`src/rtl/arrow_if.sv`:
```
// arrow_if: link between the spawner and the downstream arrow stage.
// The master side drives launch requests; the slave side returns the hit flag.
interface arrow_if;
    logic       valid_out;
    logic [1:0] direction_out;
    logic [2:0] speed_out;
    logic       inversed_out;
    logic       arrow_hit_in;

    modport master (
        output valid_out,
        output direction_out,
        output speed_out,
        output inversed_out,
        input  arrow_hit_in
    );

    modport slave (
        input  valid_out,
        input  direction_out,
        input  speed_out,
        input  inversed_out,
        output arrow_hit_in
    );
endinterface

```
`src/rtl/arrow_spawner.sv`:
```
// arrow_spawner: launch sequencer for one arrow slot (IDLE -> GAP -> LAUNCH -> FLIGHT).
// Define ARROW_SPAWNER_INVERSE_EN to enable inverse-trajectory requests.
module arrow_spawner #(
    parameter int unsigned GAP_FRAMES        = 30,
    parameter int unsigned MIN_GAP           = 8,
    parameter int unsigned SPEEDUP_EVERY     = 8,
    parameter int unsigned MAX_FLIGHT_FRAMES = 240,
    parameter logic [15:0] LFSR_SEED         = 16'hACE1
) (
    input  logic        clk,
    input  logic        rst,
    input  logic [10:0] hcount_in,
    input  logic [9:0]  vcount_in,
    input  logic        start_in,
    arrow_if.master     arrow,
    output logic [7:0]  spawn_count
);
    typedef enum logic [1:0] {IDLE, GAP, LAUNCH, FLIGHT} state_e;

    localparam logic [15:0] LFSR_MASK    = 16'hB400;
    localparam logic [8:0]  GAP_BASE     = 9'(GAP_FRAMES);
    localparam logic [8:0]  GAP_FLOOR    = 9'(MIN_GAP);
    localparam logic [7:0]  SPEEDUP_LAST = 8'(SPEEDUP_EVERY - 1);
    localparam logic [7:0]  FLIGHT_MAX   = 8'(MAX_FLIGHT_FRAMES);
    localparam logic [2:0]  SPEED_TOP    = 3'd7;

    state_e      state_q, state_d;
    logic [15:0] lfsr_q, lfsr_d;
    logic [8:0]  gap_cnt_q, gap_cnt_d;
    logic [7:0]  flight_cnt_q, flight_cnt_d;
    logic        launch_clk_q, launch_clk_d;
    logic [7:0]  launch_mod_q, launch_mod_d;
    logic        valid_q, valid_d;
    logic [1:0]  dir_q, dir_d;
    logic [2:0]  speed_q, speed_d;
    logic [7:0]  spawn_q, spawn_d;
`ifdef ARROW_SPAWNER_INVERSE_EN
    logic        inv_q, inv_d;
`endif

    logic        frame_tick;
    logic        enter_gap;
    logic        enter_launch;
    logic [8:0]  two_speed;
    logic [8:0]  gap_raw;
    logic [8:0]  gap_len;

    assign frame_tick = (hcount_in == 11'd0) && (vcount_in == 10'd0);

    // Shrinking gap; the comparison catches the 9-bit wrap when 2*speed exceeds the base.
    assign two_speed = {5'd0, speed_q, 1'b0};
    assign gap_raw   = GAP_BASE - two_speed;
    assign gap_len   = ((two_speed > GAP_BASE) || (gap_raw < GAP_FLOOR)) ? GAP_FLOOR : gap_raw;

    always_comb begin
        // NOTE: every variable gets its hold value first, so no path through the block infers a latch.
        state_d      = state_q;
        gap_cnt_d    = gap_cnt_q;
        flight_cnt_d = flight_cnt_q;
        launch_clk_d = launch_clk_q;
        launch_mod_d = launch_mod_q;
        valid_d      = valid_q;
        dir_d        = dir_q;
        speed_d      = speed_q;
        spawn_d      = spawn_q;
        enter_gap    = 1'b0;
        enter_launch = 1'b0;
        lfsr_d       = {1'b0, lfsr_q[15:1]} ^ (lfsr_q[0] ? LFSR_MASK : 16'h0000);
`ifdef ARROW_SPAWNER_INVERSE_EN
        inv_d        = inv_q;
`endif

        if (!start_in) begin
            state_d = IDLE;
            valid_d = 1'b0;
        end else begin
            case (state_q)
                IDLE: enter_gap = 1'b1;
                GAP: begin
                    if (gap_cnt_q == 9'd0) enter_launch = 1'b1;
                    else if (frame_tick)   gap_cnt_d = gap_cnt_q - 9'd1;
                end
                // The downstream stage may still present a stale hit here, so it is ignored.
                LAUNCH: begin
                    if (launch_clk_q) begin
                        state_d      = FLIGHT;
                        flight_cnt_d = 8'd0;
                    end else begin
                        launch_clk_d = 1'b1;
                    end
                end
                FLIGHT: begin
                    if (arrow.arrow_hit_in || (flight_cnt_q == FLIGHT_MAX)) enter_gap = 1'b1;
                    else if (frame_tick) flight_cnt_d = flight_cnt_q + 8'd1;
                end
                default: state_d = IDLE;
            endcase
        end

        if (enter_gap) begin
            state_d   = GAP;
            valid_d   = 1'b0;
            gap_cnt_d = gap_len;
            dir_d     = lfsr_q[1:0];
            spawn_d   = spawn_q + 8'd1;
        end

        if (enter_launch) begin
            state_d      = LAUNCH;
            valid_d      = 1'b1;
            launch_clk_d = 1'b0;
            if (launch_mod_q == SPEEDUP_LAST) begin
                launch_mod_d = 8'd0;
                if (speed_q != SPEED_TOP) speed_d = speed_q + 3'd1;
            end else begin
                launch_mod_d = launch_mod_q + 8'd1;
            end
`ifdef ARROW_SPAWNER_INVERSE_EN
            // dir_q holds the lfsr bits latched at GAP entry, i.e. this arrow's direction.
            inv_d = (spawn_q[1:0] == 2'b11) && (dir_q == 2'b00);
`endif
        end
    end

    always_ff @(posedge clk or posedge rst) begin
        if (rst) begin
            state_q      <= IDLE;
            lfsr_q       <= LFSR_SEED;
            gap_cnt_q    <= 9'd0;
            flight_cnt_q <= 8'd0;
            launch_clk_q <= 1'b0;
            launch_mod_q <= 8'd0;
            valid_q      <= 1'b0;
            dir_q        <= 2'b00;
            speed_q      <= 3'd1;
            spawn_q      <= 8'd0;
`ifdef ARROW_SPAWNER_INVERSE_EN
            inv_q        <= 1'b0;
`endif
        end else begin
            // NOTE: non-blocking updates so every flop samples the same pre-edge values.
            state_q      <= state_d;
            lfsr_q       <= lfsr_d;
            gap_cnt_q    <= gap_cnt_d;
            flight_cnt_q <= flight_cnt_d;
            launch_clk_q <= launch_clk_d;
            launch_mod_q <= launch_mod_d;
            valid_q      <= valid_d;
            dir_q        <= dir_d;
            speed_q      <= speed_d;
            spawn_q      <= spawn_d;
`ifdef ARROW_SPAWNER_INVERSE_EN
            inv_q        <= inv_d;
`endif
        end
    end

    assign arrow.valid_out     = valid_q;
    assign arrow.direction_out = dir_q;
    assign arrow.speed_out     = speed_q;
`ifdef ARROW_SPAWNER_INVERSE_EN
    assign arrow.inversed_out  = inv_q;
`else
    assign arrow.inversed_out  = 1'b0;
`endif
    assign spawn_count = spawn_q;

endmodule
```
`src/flat_wrapper.sv`:
```
// flat-port wrapper written by rule: the top's interface ports become plain ports
module arrow_spawner_flat 
#(
    parameter int unsigned GAP_FRAMES        = 30,
    parameter int unsigned MIN_GAP           = 8,
    parameter int unsigned SPEEDUP_EVERY     = 8,
    parameter int unsigned MAX_FLIGHT_FRAMES = 240,
    parameter logic [15:0] LFSR_SEED         = 16'hACE1
)
  (clk, rst, hcount_in, vcount_in, start_in, spawn_count, arrow_valid_out, arrow_direction_out, arrow_speed_out, arrow_inversed_out, arrow_arrow_hit_in);
  arrow_if arrow_i ();
  input  logic clk;
  input  logic rst;
  input  logic [10:0] hcount_in;
  input  logic [9:0] vcount_in;
  input  logic start_in;
  output logic [7:0] spawn_count;
  output wire logic [$bits(arrow_i.valid_out)-1:0] arrow_valid_out;
  output wire logic [$bits(arrow_i.direction_out)-1:0] arrow_direction_out;
  output wire logic [$bits(arrow_i.speed_out)-1:0] arrow_speed_out;
  output wire logic [$bits(arrow_i.inversed_out)-1:0] arrow_inversed_out;
  input wire logic [$bits(arrow_i.arrow_hit_in)-1:0] arrow_arrow_hit_in;
  assign arrow_valid_out = arrow_i.valid_out;
  assign arrow_direction_out = arrow_i.direction_out;
  assign arrow_speed_out = arrow_i.speed_out;
  assign arrow_inversed_out = arrow_i.inversed_out;
  assign arrow_i.arrow_hit_in = arrow_arrow_hit_in;
  arrow_spawner #(.GAP_FRAMES(GAP_FRAMES), .MIN_GAP(MIN_GAP), .SPEEDUP_EVERY(SPEEDUP_EVERY), .MAX_FLIGHT_FRAMES(MAX_FLIGHT_FRAMES), .LFSR_SEED(LFSR_SEED)) u_core (.clk(clk), .rst(rst), .hcount_in(hcount_in), .vcount_in(vcount_in), .start_in(start_in), .arrow(arrow_i), .spawn_count(spawn_count));
endmodule
```
`config.mk`:
```
export PLATFORM = sky130hd
export DESIGN_NAME = arrow_spawner_flat
export DESIGN_NICKNAME = d
export VERILOG_FILES = /design/src/rtl/arrow_if.sv /design/src/rtl/arrow_spawner.sv /design/src/flat_wrapper.sv
export SDC_FILE = /design/constraint.sdc
export NUM_CORES = 1
export LEC_CHECK = 0
export CAP_MARGIN = 20
export CORE_MARGIN = 2
export CORE_UTILIZATION = 50
export CTS_BUF_LIST = sky130_fd_sc_hd__clkbuf_8
export CTS_CLUSTER_DIAMETER = 30
export DETAILED_ROUTE_END_ITERATION = 12
export HOLD_SLACK_MARGIN = 0.12
export PLACE_DENSITY_LB_ADDON = 0.12
export SLEW_MARGIN = 10
export SYNTH_ARGS = -nofsm -noshare
export SYNTH_HDL_FRONTEND = slang
export SYNTH_SLANG_ARGS = --single-unit
```
`constraint.sdc`:
```
create_clock -name clk -period 6.1 [get_ports clk]
set_input_delay 1.525 -clock clk [delete_from_list [all_inputs] [get_ports clk]]
set_output_delay 1.525 -clock clk [all_outputs]
set_load 0.01 [all_outputs]
```
==> impl_metrics.py <==
metrics = {
    "routing": {
        "first_iter_violations": 138,
        "route.detailed.drc": 0,
        "drt_wl_total_mm": 5.07,
        "ant_nets": 0,
        "viasPerCell": 5.40,
        "wl_per_cell_um": 14.0,
        "drtPass1Iterations": 4,
        "via_count": 1955,
    },
    "placed_design": {
        "gp_congestion": 0.840,
        "pre_cts_slack_ns": 2.02,
        "placedInstanceArea_um2": 3120,
        "port_buffers": 38,
        "place_hpwl_mm": 3.52,
        "dp_cells": 346,
    },
    "yosys": {
        "synth_edf_count": 0,
        "syn-num-nets": 278,
        "synth_xor_area_frac": 0.0819,
        "synthMuxAreaShare": 0.0285,
        "synthCells": 242,
        "synth-compound-area-share": 0.0627,
        "synth_cell_types": 48,
        "synth-simple-area-share": 0.199,
        "synth_top_family_by_area": "simple AND/OR/NAND/NOR gates",
        "ys_ff_latch": 58,
        "postSynthAreaPerCell_um2": 11.1,
        "ys_async_sr_fraction": 1.00,
        "yosysSeqAreaShare": 0.547,
        "synthAdderAreaFrac": 0.0514,
        "yosys_warnings": 0,
        "synth_flop_cell": "dfrtp_1",
        "netlist_area_um2": 2680,
    },
    "pwr": {
        "p_comb_frac": 0.133,
        "p_sw_frac": 0.249,
        "peakVddDrop_mv": 0.230,
        "p_per_area_nw_per_um2": 269,
        "clock_power_share": 0.385,
        "power_mw": 0.893,
        "p_sw_mw": 0.222,
        "power_leakage_nw": 1.47,
        "seqPwrFrac": 0.481,
        "internal-power_mw": 0.671,
    },
    "timing": {
        "min_period_ns": 3.79,
        "fin_crit_sh": 0.621,
        "rsz0062_at_grt": "false",
        "fin_setup_tns_ns": 0,
        "fin_worst_skew_ns": 0.00777,
        "setup-violations-final": 0,
        "fin_ws_ns": 2.31,
        "final_max_slew_viol_count": 0,
        "clock.fmax_ghz": 0.264,
        "holdWs_ns": 0.359,
        "hold_viol": 0,
        "slew_headroom": 0.529,
        "tightest_slew_ns": 0.706,
    },
    "finish": {
        "layout.cells.most_common": "dfrtp_1",
        "fillCellCount": 442,
        "syn2layout_area_growth_pct": 24.0,
        "final_util": 0.646,
        "drive_gt1_frac": 0.130,
        "most-common-layout-cells": "dfrtp_1 (49), clkdlybuf4s50_1 (38), nand2_1 (27), xnor2_1 (20), nor2_1 (16)",
        "instances_no_fill": 362,
        "antenna_cells": 0,
        "stdcell_area_um2": 3320,
        "nNetsFinal": 323,
    },
    "clock_tree": {
        "post_cts_buffers": 0,
        "ctsHoldBuffers": 0,
        "cts_buffer_depth": 2,
        "clk_pin_slew_worst_paths_ns": 0.06,
        "h-tree-depth": 3,
        "clock_latency_ns": 0.33,
        "tritoncts": "built",
        "cts.sink_count": 58,
        "root_buffer": "clkbuf_8",
        "cts_buffers": 9,
        "cts_resized": 0,
    },
    "critical_path": {
        "crit_fanout": 15,
        "required_ns": 6.31,
        "critPathKind": "in2reg",
        "cp-end-kind": "register",
        "arrival_ns": 4.00,
        "start_kind": "input port",
    },
    "floorplan": {
        "start_util": 0.520,
        "die_w_um": 77.1,
        "fp-row-count": 26,
        "dieHeight_um": 77.1,
        "die_area_um2": 5950,
        "ios": 40,
        "coreArea_um2": 5140,
    },
    "global_routing": {
        "grt_pass1_wl_mm": 8.82,
        "antenna_found_initial": 0,
        "grt_use_total": 0.187,
        "grt_max_degree": 59,
        "gr-total-overflow": 0,
        "grt_pass1_vias": 1906,
    },
    "flow_run": {
        "drv_cap": 0,
    },
    "run_status": {
        "status": "finished clean",
    },
    "worst_hold_path": {
        "min_path_type": "reg2reg",
    },
}
power by group through the flow:
stage	clock network, mW	registers, mW	logic [mW]
after global routing	0.371	0.434	0.132
after CTS	0.354	0.430	0.121
after global placement	0	0.436	0.119
after floorplan	0	0.440	0.0528
final	0.344	0.430	0.119
after detailed placement	0	0.437	0.121
cells in the mapped netlist (2+ instances only):
library cell / number / share of area
dfrtp_1: 49 / 0.46
nand2_1: 27 / 0.038
xnor2_1: 20 / 0.065
nor2_1: 16 / 0.022
inv_1: 13 / 0.018
ha_1: 11 / 0.051
nor4_1: 10 / 0.023
dfstp_2: 9 / 0.088
nand4_1: 9 / 0.021
nor3_1: 6 / 0.011
o21ai_0: 6 / 0.011
mux2_2: 5 / 0.021
nand3_1: 5 / 0.0094
xor2_1: 5 / 0.016
a21oi_1: 4 / 0.0075
and3_1: 3 / 0.0070
nor2b_1: 3 / 0.0070
or3_1: 3 / 0.0070
a21o_1: 2 / 0.0056
and2_1: 2 / 0.0047
buf_4: 2 / 0.0056
clkbuf_1: 2 / 0.0028
mux2i_1: 2 / 0.0075
nand2b_1: 2 / 0.0047
nor4b_1: 2 / 0.0065
or2_2: 2 / 0.0047
critical path: stages:
cell and delay (ns):
clkdlybuf4s50_1 0.41, nor4_1 0.33, nand4_1 0.55, o21ai_0 0.46, nor4b_1 0.34, mux2_2 0.38
metal layers:
layer	vias up	global-route usage	share of wire
met4	0	0.0554	0.0049
met3	2	0.0588	0.056
met1	965	0.252	0.48
li1	937	-	-
met2	51	0.292	0.46
met5	-	0	0
flip-flops by register name, indices dropped and copies added (netlist names):
signal / flops
u_core.lfsr_q: 16
u_core.gap_cnt_q: 9
u_core.flight_cnt_q: 8
u_core.launch_mod_q: 8
u_core.spawn_count: 8
u_core.arrow.speed_out: 3
u_core.arrow.direction_out: 2
u_core.state_q: 2
u_core.arrow.valid_out: 1
u_core.launch_clk_q: 1
worst paths after layout:
| path | endpoint | startpoint | cells past startpoint | slack (ns) |
|---|---|---|---|---|
| max | u_core.flight_cnt_q[7]$_DFFE_PP0P_ | vcount_in[3] | 6 | 2.31 |
| min | u_core.lfsr_q[5]$_DFF_PP1_ | u_core.lfsr_q[6]$_DFF_PP1_ | 0 | 0.36 |
| max reg2reg | u_core.spawn_count[6]$_DFFE_PP0P_ | u_core.state_q[0]$_DFFE_PP0P_ | 6 | 3.75 |
| min reg2reg | u_core.lfsr_q[5]$_DFF_PP1_ | u_core.lfsr_q[6]$_DFF_PP1_ | 0 | 0.36 |
| max in group asynchronous | u_core.flight_cnt_q[5]$_DFFE_PP0P_ | rst | 3 | 3.92 |
| min in group asynchronous | u_core.arrow.direction_out[0]$_DFFE_PP0P_ | rst | 3 | 1.72 |
area by class of cell:
cell class / instances / area [um2] / area share
clock inverters: 6 / 57.6 / 0.0173
multi-input cells: 166 / 1140 / 0.342
flip-flops and latches: 58 / 1460 / 0.441
inverters: 13 / 48.8 / 0.0147
clock buffers: 10 / 138 / 0.0415
repair buffers: 39 / 388 / 0.117
well taps: 70 / 87.6 / 0.0264
logic make-up after synthesis:
| family | after synthesis |
|---|---|
| other cells | 1 |
| compound gates | 24 |
| simple gates | 98 |
| buf+inv | 18 |
| fa+ha+maj | 11 |
| xor+xnor | 25 |
| flops | 58 |
| mux | 7 |
Note: power is estimated with default switching activity, not from simulation.
